--- src/rtl/hazard_ctrl_mc_if.sv ---
`default_nettype none
// ============================================================================
//  Module   : hazard_ctrl_mc_if
//  Purpose  : Bundle of the decode-stage fields consumed by the hazard
//             controller and the stall/flush/forward controls it returns.
//  Ports    : RAD/SrcValidD/WA3D/RegWriteD/MemtoRegD/MultiCycleD/BranchTakenE
//             flow datapath -> controller; ForwardE/Stall*/Flush* flow back.
//             modport master = datapath side, modport slave = controller.
//  Revision : 1.0  initial release
// ============================================================================
interface hazard_ctrl_mc_if #(
   parameter int AW      = 4,
   parameter int NUM_SRC = 3
);
   logic [NUM_SRC*AW-1:0] RAD;
   logic [NUM_SRC-1:0]    SrcValidD;
   logic [AW-1:0]         WA3D;
   logic                  RegWriteD;
   logic                  MemtoRegD;
   logic                  MultiCycleD;
   logic                  BranchTakenE;
   logic [NUM_SRC*2-1:0]  ForwardE;
   logic                  StallF;
   logic                  StallD;
   logic                  StallE;
   logic                  FlushD;
   logic                  FlushE;

   modport master (
      output RAD, SrcValidD, WA3D, RegWriteD, MemtoRegD, MultiCycleD, BranchTakenE,
      input  ForwardE, StallF, StallD, StallE, FlushD, FlushE
   );

   modport slave (
      input  RAD, SrcValidD, WA3D, RegWriteD, MemtoRegD, MultiCycleD, BranchTakenE,
      output ForwardE, StallF, StallD, StallE, FlushD, FlushE
   );
endinterface
`default_nettype wire

--- src/rtl/hazard_ctrl_mc.sv ---
`default_nettype none
// ============================================================================
//  Module   : hazard_ctrl_mc
//  Purpose  : Hazard and forwarding controller for the 5-stage core. Keeps a
//             private E/M/W scoreboard and produces forwarding selects for
//             NUM_SRC operands, load-use stalls, multi-cycle execute stalls
//             and branch flushes.
//  Ports    : clk   - clock, rising edge
//             reset - asynchronous, active-high
//             hz    - hazard_ctrl_mc_if.slave (decode fields in, controls out)
//  Revision : 1.0  initial release
// ============================================================================
module hazard_ctrl_mc #(
   parameter int AW      = 4,
   parameter int NUM_SRC = 3,
   parameter int MC_LAT  = 3
) (
   input  wire logic         clk,
   input  wire logic         reset,
   hazard_ctrl_mc_if.slave   hz
);
   localparam int            CW          = (MC_LAT > 1) ? $clog2(MC_LAT) : 1;
   localparam logic [AW-1:0] c_pc_addr   = '1;
   // With MC_LAT = 1 this is zero, so a multi-cycle op never loads the counter.
   localparam logic [CW-1:0] c_mc_init   = CW'(MC_LAT - 1);

   // E stage scoreboard
   logic                  e_valid_q, e_valid_d;
   logic [AW-1:0]         e_wa_q,    e_wa_d;
   logic                  e_rw_q,    e_rw_d;
   logic                  e_mtr_q,   e_mtr_d;
   logic [NUM_SRC*AW-1:0] e_ra_q,    e_ra_d;
   logic [NUM_SRC-1:0]    e_srcv_q,  e_srcv_d;
   // M and W stage scoreboard (load flag is only ever consulted in E)
   logic                  m_valid_q, m_valid_d;
   logic [AW-1:0]         m_wa_q,    m_wa_d;
   logic                  m_rw_q,    m_rw_d;
   logic                  wb_valid_q, wb_valid_d;
   logic [AW-1:0]         wb_wa_q,   wb_wa_d;
   logic                  wb_rw_q,   wb_rw_d;
   // Remaining extra cycles the op in E must stay there
   logic [CW-1:0]         mc_cnt_q,  mc_cnt_d;

   logic w_mc_busy, w_branch, w_load_use;
   logic w_stall_f, w_stall_d, w_stall_e, w_flush_d, w_flush_e;
   logic [NUM_SRC*2-1:0] w_fwd;

   // Hazard detection and control priority: busy > branch > load-use
   always_comb begin
      logic [AW-1:0] ra;
      w_mc_busy  = (mc_cnt_q != '0);
      // A branch outcome is only meaningful once the op in E is complete.
      w_branch   = hz.BranchTakenE & e_valid_q & ~w_mc_busy;
      w_load_use = 1'b0;
      for (int i = 0; i < NUM_SRC; i++) begin
         ra = hz.RAD[i*AW +: AW];
         if (e_valid_q && e_mtr_q && e_rw_q && hz.SrcValidD[i] &&
             (ra == e_wa_q) && (ra != c_pc_addr))
            w_load_use = 1'b1;
      end

      w_stall_f = 1'b0;
      w_stall_d = 1'b0;
      w_stall_e = 1'b0;
      w_flush_d = 1'b0;
      w_flush_e = 1'b0;
      if (w_mc_busy) begin
         w_stall_f = 1'b1;
         w_stall_d = 1'b1;
         w_stall_e = 1'b1;
      end else if (w_branch) begin
         w_flush_d = 1'b1;
         w_flush_e = 1'b1;
      end else if (w_load_use) begin
         w_stall_f = 1'b1;
         w_stall_d = 1'b1;
         w_flush_e = 1'b1;
      end
   end

   // Forwarding selects, M result preferred over W
   always_comb begin
      logic [AW-1:0] ra;
      w_fwd = '0;
      for (int i = 0; i < NUM_SRC; i++) begin
         ra = e_ra_q[i*AW +: AW];
         if (e_srcv_q[i] && (ra != c_pc_addr)) begin
            if (m_valid_q && m_rw_q && (m_wa_q == ra))
               w_fwd[i*2 +: 2] = 2'b10;
            else if (wb_valid_q && wb_rw_q && (wb_wa_q == ra))
               w_fwd[i*2 +: 2] = 2'b01;
         end
      end
   end

   // Pipeline advance
   always_comb begin
      wb_valid_d = m_valid_q;
      wb_wa_d    = m_wa_q;
      wb_rw_d    = m_rw_q;

      // A stalled E sends bubbles downstream so M/W drain during the stall.
      m_valid_d  = w_stall_e ? 1'b0 : e_valid_q;
      m_wa_d     = w_stall_e ? '0   : e_wa_q;
      m_rw_d     = w_stall_e ? 1'b0 : e_rw_q;

      e_valid_d  = e_valid_q;
      e_wa_d     = e_wa_q;
      e_rw_d     = e_rw_q;
      e_mtr_d    = e_mtr_q;
      e_ra_d     = e_ra_q;
      e_srcv_d   = e_srcv_q;
      mc_cnt_d   = '0;

      if (w_mc_busy) begin
         mc_cnt_d = mc_cnt_q - 1'b1;
      end else if (w_flush_e) begin
         e_valid_d = 1'b0;
         e_wa_d    = '0;
         e_rw_d    = 1'b0;
         e_mtr_d   = 1'b0;
         e_ra_d    = '0;
         e_srcv_d  = '0;
      end else begin
         e_valid_d = 1'b1;
         e_wa_d    = hz.WA3D;
         e_rw_d    = hz.RegWriteD;
         e_mtr_d   = hz.MemtoRegD;
         e_ra_d    = hz.RAD;
         e_srcv_d  = hz.SrcValidD;
         if (hz.MultiCycleD)
            mc_cnt_d = c_mc_init;
      end
   end

   always_ff @(posedge clk or posedge reset) begin
      if (reset) begin
         e_valid_q  <= 1'b0;
         e_wa_q     <= '0;
         e_rw_q     <= 1'b0;
         e_mtr_q    <= 1'b0;
         e_ra_q     <= '0;
         e_srcv_q   <= '0;
         m_valid_q  <= 1'b0;
         m_wa_q     <= '0;
         m_rw_q     <= 1'b0;
         wb_valid_q <= 1'b0;
         wb_wa_q    <= '0;
         wb_rw_q    <= 1'b0;
         mc_cnt_q   <= '0;
      end else begin
         e_valid_q  <= e_valid_d;
         e_wa_q     <= e_wa_d;
         e_rw_q     <= e_rw_d;
         e_mtr_q    <= e_mtr_d;
         e_ra_q     <= e_ra_d;
         e_srcv_q   <= e_srcv_d;
         m_valid_q  <= m_valid_d;
         m_wa_q     <= m_wa_d;
         m_rw_q     <= m_rw_d;
         wb_valid_q <= wb_valid_d;
         wb_wa_q    <= wb_wa_d;
         wb_rw_q    <= wb_rw_d;
         mc_cnt_q   <= mc_cnt_d;
      end
   end

   assign hz.ForwardE = w_fwd;
   assign hz.StallF   = w_stall_f;
   assign hz.StallD   = w_stall_d;
   assign hz.StallE   = w_stall_e;
   assign hz.FlushD   = w_flush_d;
   assign hz.FlushE   = w_flush_e;
endmodule
`default_nettype wire

--- src/flat_wrapper.sv ---
// flat-port wrapper written by rule: the top's interface ports become plain ports
module hazard_ctrl_mc_flat 
#(
   parameter int AW      = 4,
   parameter int NUM_SRC = 3,
   parameter int MC_LAT  = 3
)
  (clk, reset, hz_RAD, hz_SrcValidD, hz_WA3D, hz_RegWriteD, hz_MemtoRegD, hz_MultiCycleD, hz_BranchTakenE, hz_ForwardE, hz_StallF, hz_StallD, hz_StallE, hz_FlushD, hz_FlushE);
  hazard_ctrl_mc_if #(.AW(AW), .NUM_SRC(NUM_SRC)) hz_i ();
  input  wire logic clk;
  input  wire logic reset;
  input wire logic [$bits(hz_i.RAD)-1:0] hz_RAD;
  input wire logic [$bits(hz_i.SrcValidD)-1:0] hz_SrcValidD;
  input wire logic [$bits(hz_i.WA3D)-1:0] hz_WA3D;
  input wire logic [$bits(hz_i.RegWriteD)-1:0] hz_RegWriteD;
  input wire logic [$bits(hz_i.MemtoRegD)-1:0] hz_MemtoRegD;
  input wire logic [$bits(hz_i.MultiCycleD)-1:0] hz_MultiCycleD;
  input wire logic [$bits(hz_i.BranchTakenE)-1:0] hz_BranchTakenE;
  output wire logic [$bits(hz_i.ForwardE)-1:0] hz_ForwardE;
  output wire logic [$bits(hz_i.StallF)-1:0] hz_StallF;
  output wire logic [$bits(hz_i.StallD)-1:0] hz_StallD;
  output wire logic [$bits(hz_i.StallE)-1:0] hz_StallE;
  output wire logic [$bits(hz_i.FlushD)-1:0] hz_FlushD;
  output wire logic [$bits(hz_i.FlushE)-1:0] hz_FlushE;
  assign hz_i.RAD = hz_RAD;
  assign hz_i.SrcValidD = hz_SrcValidD;
  assign hz_i.WA3D = hz_WA3D;
  assign hz_i.RegWriteD = hz_RegWriteD;
  assign hz_i.MemtoRegD = hz_MemtoRegD;
  assign hz_i.MultiCycleD = hz_MultiCycleD;
  assign hz_i.BranchTakenE = hz_BranchTakenE;
  assign hz_ForwardE = hz_i.ForwardE;
  assign hz_StallF = hz_i.StallF;
  assign hz_StallD = hz_i.StallD;
  assign hz_StallE = hz_i.StallE;
  assign hz_FlushD = hz_i.FlushD;
  assign hz_FlushE = hz_i.FlushE;
  hazard_ctrl_mc #(.AW(AW), .NUM_SRC(NUM_SRC), .MC_LAT(MC_LAT)) u_core (.clk(clk), .reset(reset), .hz(hz_i));
endmodule
--- config.mk ---
export PLATFORM = sky130hd
export DESIGN_NAME = hazard_ctrl_mc_flat
export DESIGN_NICKNAME = d
export VERILOG_FILES = /design/src/rtl/hazard_ctrl_mc_if.sv /design/src/rtl/hazard_ctrl_mc.sv /design/src/flat_wrapper.sv
export SDC_FILE = /design/constraint.sdc
export NUM_CORES = 1
export LEC_CHECK = 0
export CAP_MARGIN = 10
export CORE_ASPECT_RATIO = 0.8
export CORE_UTILIZATION = 46
export DETAILED_ROUTE_END_ITERATION = 10
export PLACE_DENSITY_LB_ADDON = 0.08
export SYNTH_ARGS = -nofsm -noshare
export SYNTH_HDL_FRONTEND = slang
export SYNTH_SLANG_ARGS = --single-unit
--- constraint.sdc ---
create_clock -name clk -period 2.48 [get_ports clk]
set_input_delay 0.744 -clock clk [delete_from_list [all_inputs] [get_ports clk]]
set_output_delay 0.744 -clock clk [all_outputs]
set_load 0.02 [all_outputs]
Word-level counts from Yosys, hierarchy flattened
Cells that the tools add are included.
{ "word_totals": {"out_inout_bits": 11, "reg_bits": 36, "in_bits": 25, "word_cells": 87} }
{ "classes": {"add_sub_neg": 1, "n_reduce_logical": 23, "mux": 32, "eq_ne": 15, "bitwise_logic": 3} }
{ "op_table": {"columns": ["operator", "count"], "rows": [
  ["== test 4 bit", 9],
  ["inequality test 4 bit, second input constant", 6],
  ["logical AND 1 bit", 22],
  ["two-way mux 1 bit", 19],
  ["two-way mux 2 bit", 9],
  ["two-way mux 12 bit", 1],
  ["two-way mux 4 bit", 2],
  ["two-way mux 3 bit", 1],
  ["AND 1 bit", 2],
  ["nonzero test 2 bit", 1],
  ["subtractor 2 x 1 -> 2 bit, second input constant", 1],
  ["NOT 1 bit", 1]
]} }

Depth between registers and ports, before layout
{ "logic_depth": {"ltp_word": 13, "depth_mapped": 8, "depth_no_buf": 5} }

Least setup slack after synthesis
Ideal clock, no wire load.
{ "synth_timing": {"path_type": "input to output", "start": "input port hz_RAD[3]", "end": "output port hz_FlushE", "required_time_ns": 1.736, "path_slack_ns": -0.239, "arrival_time_ns": 1.975, "n_path_buf": 2, "stages": 7, "cell_sequence": "xor2_1 nor3_1 o2111ai_1 and3_1 buf_6 buf_6 a21oi_1"} }
{ "synth_between": {"elab_chain_len": 9, "elab_cells_between_ends": 10, "cone_classes": "2 x eq/ne; 6 x mux; 2 x reduce/logical"} }
{ "synth_lines": {"columns": ["element", "line", "rtl"], "rows": [
  ["start, declared", "flat_wrapper.sv:12", "input wire logic [$bits(hz_i.RAD)-1:0] hz_RAD;"],
  ["== test 4 bit", "hazard_ctrl_mc.sv:58", "(ra == e_wa_q) && (ra != c_pc_addr))"],
  ["logical AND 1 bit", "hazard_ctrl_mc.sv:57", "if (e_valid_q && e_mtr_q && e_rw_q && hz.SrcValidD[i] &&"],
  ["logical AND 1 bit *", "hazard_ctrl_mc.sv:58", null],
  ["two-way mux 1 bit * (3 in series)", "hazard_ctrl_mc.sv:57", null],
  ["two-way mux 1 bit *", "hazard_ctrl_mc.sv:74", "end else if (w_load_use) begin"],
  ["two-way mux 1 bit *", "hazard_ctrl_mc.sv:71", "end else if (w_branch) begin"],
  ["two-way mux 1 bit *", "hazard_ctrl_mc.sv:67", "if (w_mc_busy) begin"],
  ["end, declared", "flat_wrapper.sv:24", "output wire logic [$bits(hz_i.FlushE)-1:0] hz_FlushE;"]
]} }
Mark *: on every way between the ends. The rest lies on a longest branch, timed or not.

Worst setup path in the final report
{ "layout_timing": {"start": "input port hz_RAD[2]", "end": "output port hz_FlushE"} }
Same word-level chain as after synthesis.

==> reports/qor.csv <==
metric,value,unit
status,"complete, but fails checks",
violations,setup timing,
first_iter_violations,66,
critical_path_class,in -> out,
top_layer,met4,
grt_pass1_wl,7100,um
worstMarginPinSlew,0.450,ns
leakage,0.00101,uW
place_ws,-0.948,ns
cts_buffer_depth,2,
post-dp-hpwl,3240,um
reg2reg_depth,6,
p_per_area,1280,nW/um^2
ys_types,30,
crit_arrival,1.80,ns
crit_fanout,2,
drt-wirelength-per-cell,16.8,um
syn-num-nets,187,
rsz0062_at_grt,true,
wl_met1,1970,um
drive_above_1_share,0.263,
max-vdd-ir-drop,0.689,mV
ys_ff_latch,36,
grt-ovfl-total,0,
drtAntennaViolNets,0,
route.met2.wl,2210,um
post-route-drc-count,0,
postSynthAreaPerCell,11.2,sq um
antennaDiodeCount,0,
syn_inst,162,
rr_endpoint,u_core.e_ra_q[4]$_DFFE_PP0N_,
final_nets,233,
area_growth,30.8,%
via_per_inst,5.66,
finalCriticalPeriod,2.54,ns
h-tree-depth,2,
route.met3.wl,213,um
drtPass1Iterations,5,
fin_ws,-0.0625,ns
slew_headroom,0.700,
fin_util,0.629,
place_inst,255,
wirelength,4440,um
setup_tns,-0.127,ns
hold_start,u_core.m_valid_q$_DFF_PP0_,
synth_edf_count,0,
cts-root-buf,clkbuf_8,
grt_pass1_vias,1451,
die_x,72.3,um
start_kind,primary input,
start_util,0.481,
synth_seq_area_share,0.496,
final_cells,264,
cts_tree,done,
antenna_found_initial,0,
drv_slew,0,
worst_setup_path_end_kind,primary output,
io_pins,36,
fmax,393,MHz
setup_viol,3,
worst-endpoint-required,1.74,ns
worstHoldPathCells,0,
async_flop_share,1.00,
layout.cells.most_common,dfrtp_1,
grtUsageTotal,0.229,
hold_class,reg -> reg,
fin_crit_sh,1.03,
fin_skew,0.00333,ns
die_h,58.2,um
worstSkewPairLatency,0.29,ns
num_vias,1495,
routabilityCongestion,0.826,
rows,20,
maxCapViolCount,0,
cts_buffers,5,
cts.sinks,36,
ff2ff_setup_slack,0.61,ns
path_clk_slew,0.07,ns
min_to,u_core.wb_valid_q$_DFF_PP0_,
synth.cell_area,1820,sq um
io_buffers,35,
dieArea,4210,sq um
core,3780,sq um
r2r_start,u_core.e_wa_q[2]$_DFFE_PP0N_,
synth_ff_type,dfrtp_1,
final_cell_mix,"dfrtp_1 (33), xnor2_1 (22), a32o_1 (21), buf_4 (16)",
synth_warnings,0,
grt_max_degree,37,
hold_viol,0,
flip-flops by register name (all words and copies together) (netlist names):
name / flops
u_core.wb_rw_q: 1
u_core.e_wa_q: 4
u_core.e_rw_q: 1
u_core.e_srcv_q: 3
u_core.e_mtr_q: 1
u_core.wb_wa_q: 4
u_core.e_ra_q: 12
u_core.wb_valid_q: 1
u_core.m_valid_q: 1
u_core.mc_cnt_q: 2
u_core.e_valid_q: 1
u_core.m_rw_q: 1
u_core.m_wa_q: 4
cell type report:
cell class	count	area, sq um
fill	308	1400
sequential	36	905
multi-input combinational	110	853
timing repair buffer	51	424
clock buffer	5	68.8
tap	55	68.8
clock inverter	3	42.5
inverter	4	15.0
cell families after synthesis:
| family | count (synthesis) | share of synthesized area |
|---|---|---|
| AND/OR/NAND/NOR | 46 | 0.134 |
| flip-flops | 36 | 0.496 |
| XOR/XNOR | 33 | 0.159 |
| AO/OA/AOI/OAI | 31 | 0.155 |
| buffers and inverters | 16 | 0.0571 |
stage by stage:
step	power [uW]	cell area [sq um]	hold slack [ns]
3_5_place_dp	2510	2270	0.360
2_1_floorplan	2080	1830	0.354
5_1_grt	3220	2380	0.386
6_report	3040	2380	0.375
4_1_cts	3040	2390	0.377
3_3_place_gp	2450	2270	0.357
cells in the mapped netlist, types with 2 or more instances:
master / count / area share
dfrtp_1: 36 / 0.50
xnor2_1: 22 / 0.11
a32o_1: 21 / 0.12
nand3_1: 11 / 0.030
xor2_1: 11 / 0.053
nand2_1: 7 / 0.014
and2_1: 6 / 0.021
buf_6: 5 / 0.031
nand4_1: 5 / 0.017
nor3_1: 5 / 0.014
clkbuf_1: 4 / 0.0083
nor2_1: 4 / 0.0083
nor4_1: 4 / 0.014
inv_1: 3 / 0.0062
a21oi_1: 2 / 0.0055
o22ai_1: 2 / 0.0069
metal layers:
metal | vias to the layer above | global-route usage
li1 | 690 | -
met1 | 757 | 0.302
met2 | 43 | 0.381
met3 | 5 | 0.0417
met4 | 0 | 0.0812
met5 | - | 0
timing repair:
action / CTS / global route
pin swaps: 10 / 3
setup buffers: 1 / 0
hold buffers: 0 / 0
endpoints found under the setup margin: 10 / 10
resized for setup: 83 / 19
power breakdown:
part	switching [uW]	internal (uW)	total (uW)
Sequential	373	862	1230
Combinational	610	685	1300
Clock	213	297	510
worst max-delay path by stage:
stage                end  slack [ns]  cells past startpoint  startpoint
3_3_place_gp   hz_FlushE       -0.89                      7   hz_RAD[3]
6_report       hz_FlushE       -0.06                      7   hz_RAD[2]
3_5_place_dp   hz_FlushE       -0.95                      7   hz_RAD[3]
2_1_floorplan  hz_FlushE       -0.03                      7   hz_RAD[4]
4_1_cts        hz_FlushE       -0.03                      7   hz_RAD[6]
5_1_grt        hz_FlushE       -0.16                      7   hz_RAD[2]
worst max-delay path, stage by stage:
cell and delay, ns:
buf_6 0.10, xor2_1 0.15, nor3_2 0.22, o2111ai_2 0.14, and3_4 0.21, a21oi_4 0.11, buf_6 0.13
Note: power is estimated with default switching activity, not from simulation.
